## src/rtl/rag_aug_pkg.sv

```systemverilog
`timescale 1ns/1ps
// Shared definitions for the augmented-context writer/reader pair.
package rag_aug_pkg;

  localparam logic [7:0] SEP_BYTE = 8'h0A;
  localparam int         SEP_LEN  = 2;

  typedef enum logic [2:0] {
    ST_IDLE,
    ST_RUN,
    ST_HOLD,
    ST_FLUSH,
    ST_CLOSE,
    ST_DONE
  } split_state_t;

  typedef enum logic [1:0] {
    CLS_DATA,
    CLS_SEP,
    CLS_FLUSH_NL_THEN_DATA,
    CLS_PEND
  } byte_cls_t;

  // Width of a segment id able to hold 0..top_k (query plus top_k documents).
  function automatic int seg_id_width(input int top_k);
    return (top_k < 1) ? 1 : $clog2(top_k + 1);
  endfunction

endpackage

```

## src/rtl/augmented_text_splitter_sep_detector.sv

```systemverilog
`timescale 1ns/1ps
// Pending-newline tracker: classifies each accepted byte against the
// two-byte separator.
module sep_detector
  import rag_aug_pkg::*;
(
  input  logic       clk,
  input  logic       rst_n,
  input  logic       clear,
  input  logic       accept,
  input  logic       last,
  input  logic [7:0] data,
  output byte_cls_t  cls
);

  logic pending;
  logic is_sep;

  assign is_sep = (data == SEP_BYTE);

  // Classification of the byte currently offered, given the pending newline.
  always_comb begin
    cls = CLS_DATA;
    if (is_sep) cls = pending ? CLS_SEP : CLS_PEND;
    else if (pending) cls = CLS_FLUSH_NL_THEN_DATA;
  end

  // A lone newline on the final byte is flushed as payload, so nothing stays pending.
  always_ff @(posedge clk or negedge rst_n) begin
    if (!rst_n) pending <= 1'b0;
    else if (clear) pending <= 1'b0;
    else if (accept) pending <= (cls == CLS_PEND) && !last;
  end

endmodule

```

## src/rtl/augmented_text_splitter.sv

```systemverilog
`timescale 1ns/1ps
// Splits an augmented context stream (query "\n\n" doc0 "\n\n" ...) into
// tagged payload bytes plus one descriptor per segment.
//
// state | meaning
// IDLE  | waiting for start
// RUN   | accepting input bytes
// HOLD  | lone '\n' was loaded, held byte goes out next
// FLUSH | trailing lone '\n' at end of stream goes out
// CLOSE | descriptor presented once out is empty, wait desc_ready
// DONE  | wait for out to drain, pulse done
module augmented_text_splitter
  import rag_aug_pkg::*;
#(
  parameter  int MAX_SEQUENCE_LEN = 512,
  parameter  int TOP_K            = 5,
  localparam int IDW              = seg_id_width(TOP_K),
  localparam int CW               = $clog2(TOP_K + 2)
) (
  input  logic           clk,
  input  logic           rst_n,
  input  logic           start,
  output logic           done,
  input  logic           in_valid,
  output logic           in_ready,
  input  logic [7:0]     in_data,
  input  logic           in_last,
  output logic           out_valid,
  input  logic           out_ready,
  output logic [7:0]     out_data,
  output logic [IDW-1:0] out_seg_id,
  output logic           desc_valid,
  input  logic           desc_ready,
  output logic [IDW-1:0] desc_seg_id,
  output logic [31:0]    desc_start,
  output logic [31:0]    desc_len,
  output logic [CW-1:0]  seg_count,
  output logic           err_too_many_segs,
  output logic           err_seg_overflow
);

  split_state_t   state, state_d;
  byte_cls_t      cls;
  logic           accept, slot_free, room, arm;
  logic           emit, hold_ld, last_set, drop_set, sep_seen;
  logic           desc_ld, close_done, done_d;
  logic [7:0]     emit_byte, hold_byte;
  logic           last_r;
  logic [31:0]    byte_cnt, seg_len, seg_start, nxt_start;
  logic [IDW-1:0] seg_id;

  assign slot_free = !out_valid || out_ready;
  assign in_ready  = (state == ST_RUN) && slot_free && !desc_valid;
  assign accept    = in_valid && in_ready;
  assign room      = seg_len < 32'(MAX_SEQUENCE_LEN);
  assign arm       = (state == ST_IDLE) && start;

  sep_detector u_sep (
    .clk    (clk),
    .rst_n  (rst_n),
    .clear  (arm),
    .accept (accept),
    .last   (in_last),
    .data   (in_data),
    .cls    (cls)
  );

  // State register.
  always_ff @(posedge clk or negedge rst_n) begin
    if (!rst_n) state <= ST_IDLE;
    else        state <= state_d;
  end

  // Next state and per-cycle datapath strobes. Once too many segments are
  // seen (err_too_many_segs), the rest of the stream is swallowed.
  always_comb begin
    state_d    = state;
    emit       = 1'b0;
    emit_byte  = in_data;
    hold_ld    = 1'b0;
    last_set   = 1'b0;
    drop_set   = 1'b0;
    sep_seen   = 1'b0;
    desc_ld    = 1'b0;
    close_done = 1'b0;
    done_d     = 1'b0;
    case (state)
      ST_IDLE: if (start) state_d = ST_RUN;
      ST_RUN: begin
        if (accept) begin
          if (err_too_many_segs) begin
            if (in_last) state_d = ST_DONE;
          end else begin
            case (cls)
              CLS_DATA: begin
                emit = 1'b1;
                if (in_last) begin
                  last_set = 1'b1;
                  state_d  = ST_CLOSE;
                end
              end
              CLS_PEND: begin
                if (in_last) begin
                  last_set = 1'b1;
                  state_d  = ST_FLUSH;
                end
              end
              CLS_SEP: begin
                sep_seen = 1'b1;
                state_d  = ST_CLOSE;
                if (in_last) last_set = 1'b1;
                else if (seg_id == IDW'(TOP_K)) drop_set = 1'b1;
              end
              default: begin
                emit      = 1'b1;
                emit_byte = SEP_BYTE;
                hold_ld   = 1'b1;
                state_d   = ST_HOLD;
                if (in_last) last_set = 1'b1;
              end
            endcase
          end
        end
      end
      ST_HOLD: begin
        if (slot_free) begin
          emit      = 1'b1;
          emit_byte = hold_byte;
          state_d   = last_r ? ST_CLOSE : ST_RUN;
        end
      end
      ST_FLUSH: begin
        if (slot_free) begin
          emit      = 1'b1;
          emit_byte = SEP_BYTE;
          state_d   = ST_CLOSE;
        end
      end
      ST_CLOSE: begin
        if (!desc_valid && !out_valid) begin
          desc_ld = 1'b1;
        end else if (desc_valid && desc_ready) begin
          close_done = 1'b1;
          state_d    = last_r ? ST_DONE : ST_RUN;
        end
      end
      ST_DONE: begin
        if (!out_valid && !desc_valid) begin
          done_d  = 1'b1;
          state_d = ST_IDLE;
        end
      end
      default: state_d = ST_IDLE;
    endcase
  end

  // Output registers, segment bookkeeping and sticky error flags.
  always_ff @(posedge clk or negedge rst_n) begin
    if (!rst_n) begin
      done              <= 1'b0;
      out_valid         <= 1'b0;
      out_data          <= '0;
      out_seg_id        <= '0;
      desc_valid        <= 1'b0;
      desc_seg_id       <= '0;
      desc_start        <= '0;
      desc_len          <= '0;
      seg_count         <= '0;
      err_too_many_segs <= 1'b0;
      err_seg_overflow  <= 1'b0;
      hold_byte         <= '0;
      last_r            <= 1'b0;
      byte_cnt          <= '0;
      seg_len           <= '0;
      seg_start         <= '0;
      nxt_start         <= '0;
      seg_id            <= '0;
    end else begin
      done <= done_d;
      if (out_ready) out_valid <= 1'b0;
      if (emit) begin
        if (room) begin
          out_valid  <= 1'b1;
          out_data   <= emit_byte;
          out_seg_id <= seg_id;
          seg_len    <= seg_len + 32'd1;
        end else begin
          err_seg_overflow <= 1'b1;
        end
      end
      if (accept)   byte_cnt  <= byte_cnt + 32'd1;
      if (hold_ld)  hold_byte <= in_data;
      if (last_set) last_r    <= 1'b1;
      if (drop_set) err_too_many_segs <= 1'b1;
      // byte_cnt is the offset of the separator's second byte here.
      if (sep_seen) nxt_start <= byte_cnt + 32'(SEP_LEN) - 32'd1;
      if (desc_ld) begin
        desc_valid  <= 1'b1;
        desc_seg_id <= seg_id;
        desc_start  <= seg_start;
        desc_len    <= seg_len;
      end
      if (close_done) begin
        desc_valid <= 1'b0;
        seg_count  <= seg_count + CW'(1);
        seg_len    <= '0;
        seg_start  <= nxt_start;
        if (!err_too_many_segs) seg_id <= seg_id + IDW'(1);
      end
      if (arm) begin
        seg_count         <= '0;
        err_too_many_segs <= 1'b0;
        err_seg_overflow  <= 1'b0;
        last_r            <= 1'b0;
        byte_cnt          <= '0;
        seg_len           <= '0;
        seg_start         <= '0;
        nxt_start         <= '0;
        seg_id            <= '0;
      end
    end
  end

endmodule

```

## config.mk

```make
export PLATFORM = sky130hd
export DESIGN_NAME = augmented_text_splitter
export DESIGN_NICKNAME = d
export VERILOG_FILES = /design/src/rtl/rag_aug_pkg.sv /design/src/rtl/augmented_text_splitter_sep_detector.sv /design/src/rtl/augmented_text_splitter.sv
export SDC_FILE = /design/constraint.sdc
export NUM_CORES = 1
export LEC_CHECK = 0
export ABC_AREA = 1
export BUFFER_PORTS_ARGS = -buffer_cell sky130_fd_sc_hd__buf_2
export CORE_MARGIN = 4
export CORE_UTILIZATION = 25
export DETAILED_ROUTE_END_ITERATION = 7
export GPL_ROUTABILITY_DRIVEN = 1
export PLACE_DENSITY = 0.53
export SYNTH_ARGS = -nofsm -noshare
export SYNTH_HDL_FRONTEND = slang
export SYNTH_SLANG_ARGS = --single-unit
```

## constraint.sdc

```tcl
create_clock -name clk -period 1.65 [get_ports clk]
set_input_delay 0.165 -clock clk [delete_from_list [all_inputs] [get_ports clk]]
set_output_delay 0.165 -clock clk [all_outputs]
set_load 0.1 [all_outputs]
```

After elaboration in Yosys (flattened, before gate mapping)
Index checks and enable logic that the tools add are counted.
{ "totals": {"register_bits": 230, "inputBits": 15, "output_inout_bits": 87, "wordCells": 160} }
{ "classes": {"n_addsub": 6, "magnitude_cmp": 1, "eq_ne": 21, "mux": 82, "reduce_logical": 30} }
{ "op_table": {"columns": ["op", "n"], "rows": [
  ["2-to-1 mux 32 bit", 10],
  ["adder 32 x 1 -> 32 bit, second input constant", 2],
  ["2-to-1 mux 3 bit", 18],
  ["2-to-1 mux 1 bit", 42],
  ["2-to-1 mux 8 bit", 5],
  ["adder 32 x 2 -> 32 bit, second input constant", 1],
  ["less-than comparator 32 x 10 -> 1 bit, second input constant", 1],
  ["subtractor 32 x 1 -> 32 bit, second input constant", 1],
  ["one-hot mux 8 bit (3 select lines)", 1],
  ["one-hot mux 3 bit (6 select lines)", 1],
  ["inequality test 2 bit, second input constant", 7],
  ["nonzero test 2 bit", 7],
  ["AND reduction 10 bit", 1],
  ["equality test 3 bit, second input constant", 3],
  ["inequality test 3 bit, second input constant", 3],
  ["one-hot mux 3 bit (3 select lines)", 1],
  ["equality test 8 x 4 -> 1 bit, second input constant", 1],
  ["AND reduction 2 bit", 4],
  ["logical AND 1 bit", 7],
  ["adder 3 x 1 -> 3 bit, second input constant", 2],
  ["equality test 3 x 2 -> 1 bit, second input constant", 2],
  ["2-to-1 mux 2 bit", 3],
  ["nonzero test 3 bit", 2],
  ["inequality test 2 x 1 -> 1 bit, second input constant", 2],
  ["other kinds (10)", 13]
]} }

Depth between registers and ports, before layout
{ "logic_depth": {"depth_word": 11, "ltp_mapped": 15, "ltp_nobuf": 14} }

Modules after synthesis
A second synthesis with hierarchy kept.
{ "unflattened": {"cells_unflattened": 1246, "hier_area_um2": 10328.7} }
{ "by_module_without_submodules": {"columns": ["module", "n_inst", "cells_per_inst", "area_per_inst_um2", "seq_area_each_um2"], "rows": [
  ["augmented_text_splitter", 1, 1227, 10216.0, 5730.5],
  ["sep_detector", 1, 19, 112.6, 25.0]
]} }

Worst setup path before layout
OpenSTA, ideal clock, no wires.
{ "synth_path": {"path_type": "register -> register", "startpoint": "register out_valid", "endpoint": "register nxt_start[11]", "setup_ns": 0.127, "arrival_time_ns": 2.169, "required_ns": 1.523, "setup_slack_ns": -0.646, "stages_incl_launch_ff": 10, "n_path_buf": 1, "period_less_slack_ns": 2.296, "path_cell_list": "dfrtp_1 nand2_1 nand2_1 nor2_8 nand3_2 nand2_2 inv_2 buf_4 nand2_1 o21ai_0"} }
{ "synth_via": {"elab_chain_len": 8} }
{ "synth_rtl": {"columns": ["item", "line_no", "text"], "rows": [
  ["start: declaration", "augmented_text_splitter.sv:28", "output logic out_valid,"],
  ["start signal: assignment", "augmented_text_splitter.sv:161", "out_valid <= 1'b0;"],
  ["start signal: assignment", "augmented_text_splitter.sv:180", "if (out_ready) out_valid <= 1'b0;"],
  ["start signal: assignment", "augmented_text_splitter.sv:183", "out_valid <= 1'b1;"],
  ["zero test 1 bit", "augmented_text_splitter.sv:52", "assign slot_free = !out_valid || out_ready;"],
  ["logical OR 1 bit", "augmented_text_splitter.sv:52", null],
  ["logical AND 1 bit (2 in series)", "augmented_text_splitter.sv:53", "assign in_ready = (state == ST_RUN) && slot_free && !desc_valid;"],
  ["net in_ready", "augmented_text_splitter.sv:25", "output logic in_ready,"],
  ["logical AND 1 bit", "augmented_text_splitter.sv:54", "assign accept = in_valid && in_ready;"],
  ["2-to-1 mux 1 bit", "augmented_text_splitter.sv:90", "if (accept) begin"],
  ["2-to-1 mux 1 bit", "augmented_text_splitter.sv:87", "case (state)"],
  ["nonzero test 2 bit (no line)", null, null],
  ["end signal: assignment", "augmented_text_splitter.sv:196", "if (sep_seen) nxt_start <= byte_cnt + 32'(SEP_LEN) - 32'd1;"],
  ["end: declaration", "augmented_text_splitter.sv:49", "logic [31:0] byte_cnt, seg_len, seg_start, nxt_start;"]
]} }
The timed path passes the listed nets, and every way through them passes these cells.
A chain may end at the register's enable or synchronous reset.

Final worst setup path
{ "layout_path": {"startpoint": "register out_valid", "endpoint": "output port in_ready"} }
{ "layout_via": {"elab_chain_len": 4} }
{ "layout_rtl": {"columns": ["item", "line_no"], "rows": [
  ["zero test 1 bit", "augmented_text_splitter.sv:52"],
  ["logical OR 1 bit", "augmented_text_splitter.sv:52"],
  ["logical AND 1 bit (2 in series)", "augmented_text_splitter.sv:53"],
  ["end: declaration", "augmented_text_splitter.sv:25"]
]} }
Every way passes these cells.

==> metrics.yaml <==
status: "complete, but fails checks"
failed_checks: "setup timing"
grt_use_met2_pct: 20.4
min_period_over_period_pct: 110
synthesis.nets: 1304
max_slew_margin_pct: 64.1
die-area_um2: 45400
crit_chain: "buf_6 -> nand2_4 -> nand2_4 -> nor2_8 -> buf_8 -> buf_12"
cts_made_buffers: 25
dp.cells: 1944
endpoint_kind: "output pin"
maxSlewViolCount: 0
initial_utilization_pct: 25.5
max_cap_violations: 0
met3_usage_pct: 1.67
yosysUniqueCellTypes: 39
antenna_found_initial: 0
layout_commonest_cell: "nand2_1"
fin_nets: 1531
first_iter_violations: 754
syn_area_um2: 10500
area_growth_pct: 39.4
worst_pin_slew_ps: 542
required_ps: 1480
ys.flop_type: "dfrtp_1"
grt_pass1_vias: 8610
rows: 74
rsz0062_at_grt: "yes"
fmax_ghz: 0.553
portBuffers: 101
synth_edf_count: 0
top_usage_layer: "met2"
ctsHtreeMaxLevel: 1
dp_hpwl_um: 20400
drt_wl_total_um: 34800
drt_first_pass_iters: 5
clk_path_buf_depth: 3
fin_worst_skew_ps: 22.5
yosysSeqAreaShare_pct: 54.7
crit_path_max_incr_delay_ps: 500
cts.clk_slew.worst_paths_ps: 60
setup_viol: 111
avgRoutedWirePerCell_um: 16.9
critPathLaunchType: "register"
leakage_nw: 6.87
drive_gt1_share_pct: 25.8
die_x_um: 213
avgViaCountPerCell: 4.58
nFillCells: 4142
slowest_stage: "dfrtp_4"
num_vias: 9429
critical_path.most_common_cell: "nand2_4"
core_um2: 41200
regToRegSetupSlack_ps: -130
critPathMaxFanout: 2
grt_pass1_wl_um: 46000
async_flop_share_pct: 100
drc: 0
clock-root-buffer: "clkbuf_16"
hold_slack_ps: 44.6
diodes: 0
ir_drop_mv: 0.795
clkSinkCount: 230
final.min_clock_period_ps: 1810
final_antenna_net_count: 0
ios: 102
ys.warnings.count: 0
finalHoldViolCount: 0
p_per_area_nw_per_um2: 1620
insertion_delay_ps: 530
synthCells: 1280
grtUsageMet1_pct: 17.1
ys_ff_latch: 230
arrival_ps: 1640
setup_ws_ps: -157
grt_use_total_pct: 12.3
instances_no_fill: 2057
post-place-ws_ps: -179
holdCritPathClass: "in2reg"
layout_common_cells: "nand2_1, dfrtp_1, inv_1, nor2_1, buf_2"
cts_tree: "built"
synth_area_per_cell_um2: 8.22
grt.overflow.total: 0
die_h_um: 213
grt_start_max_net_pins: 72
gp_congestion: 0.870
path_class: "reg2out"
## registers in the layout, summed over array words and instances (netlist names), 8 cells and up
register    count
byte_cnt       32
desc_len       32
desc_start     32
hold_byte       8
nxt_start      32
out_data        8
seg_len        32
seg_start      32
## synthesized netlist by cell type, types with 6 or more instances
library cell	count	area, um^2
buf_2	25	125
ha_1	9	113
o22ai_1	16	100
buf_4	7	52.6
dfrtp_1	230	5760
nor3_1	9	45.0
nand3_1	69	345
nor2_1	114	428
nand2_2	6	37.5
o21ai_0	142	711
nand2_1	374	1400
clkbuf_1	11	41.3
inv_1	133	499
nand4_1	21	131
o21ai_1	38	190
a21oi_1	26	130
inv_2	8	30.0
## critical path, delay by kind of cell (launching register included)
family	cells	cell delay, ps
simple gates	3	200
buf+inv	3	400
flops	1	500
## per-layer routing
metal | part of all wire, % | wire (um)
met1 | 44 | 15500
met2 | 48 | 16800
met3 | 4.7 | 1620
met4 | 2.6 | 911
met5 | 0 | 0
## cell type report
class | count | area [um^2] | share of cell area (%)
well taps | 532 | 666 | 4.54
repair buffers | 246 | 2440 | 16.6
repair inverters | 3 | 26.3 | 0.179
multi-input cells | 860 | 4390 | 30.0
flip-flops and latches | 230 | 5770 | 39.3
clock buffers | 36 | 727 | 4.96
inverters | 141 | 571 | 3.89
clock inverters | 9 | 77.6 | 0.529
## cells by family after synthesis
family / share of synthesized area [%]
AO/OA/AOI/OAI: 11.3
multiplexers: 0.214
XOR/XNOR: 0.167
AND/OR/NAND/NOR: 24.8
flip-flops: 54.7
adder cells (fa/ha/maj): 1.07
buffers and inverters: 7.83
## report_power, final
part	internal (mW)	switching, mW
logic	3.59	7.50
clock network	3.22	2.33
registers	6.46	0.627
total	13.3	10.4
## what timing repair did
item / CTS / global route
cloned: 1 / 41
endpoints found under the hold margin: 112 / 0
endpoints found under the setup margin: 51 / 196
setup buffers: 8 / 17
pin swaps: 5 / 28
hold buffers: 2 / 0
resized for setup: 30 / 192
## through the flow
step	TNS (ps)	total power [mW]	utilization (%)	instance area [um^2]
2_1_floorplan	-7420	12.9	-	10600
3_3_place_gp	-6020	15.1	29.8	12300
3_5_place_dp	-6130	15.1	29.8	12300
4_1_cts	-300	21.0	32.2	13300
5_1_grt	-14550	24.8	35.6	14700
6_report	-5320	23.7	35.6	14700
## worst paths after layout
kind | startpoint | endpoint | depth (start not counted)
worst max register to register | out_valid | seg_len[5] | 12
worst min register to register | nxt_start[10] | nxt_start[10] | 2
worst min-delay path | in_data[1] | hold_byte[1] | 4
max in group asynchronous | rst_n | seg_len[28] | 3
worst max-delay path | out_valid | in_ready | 6
min in group asynchronous | rst_n | done | 2
No activity file was read; power rests on OpenSTA's default activity.
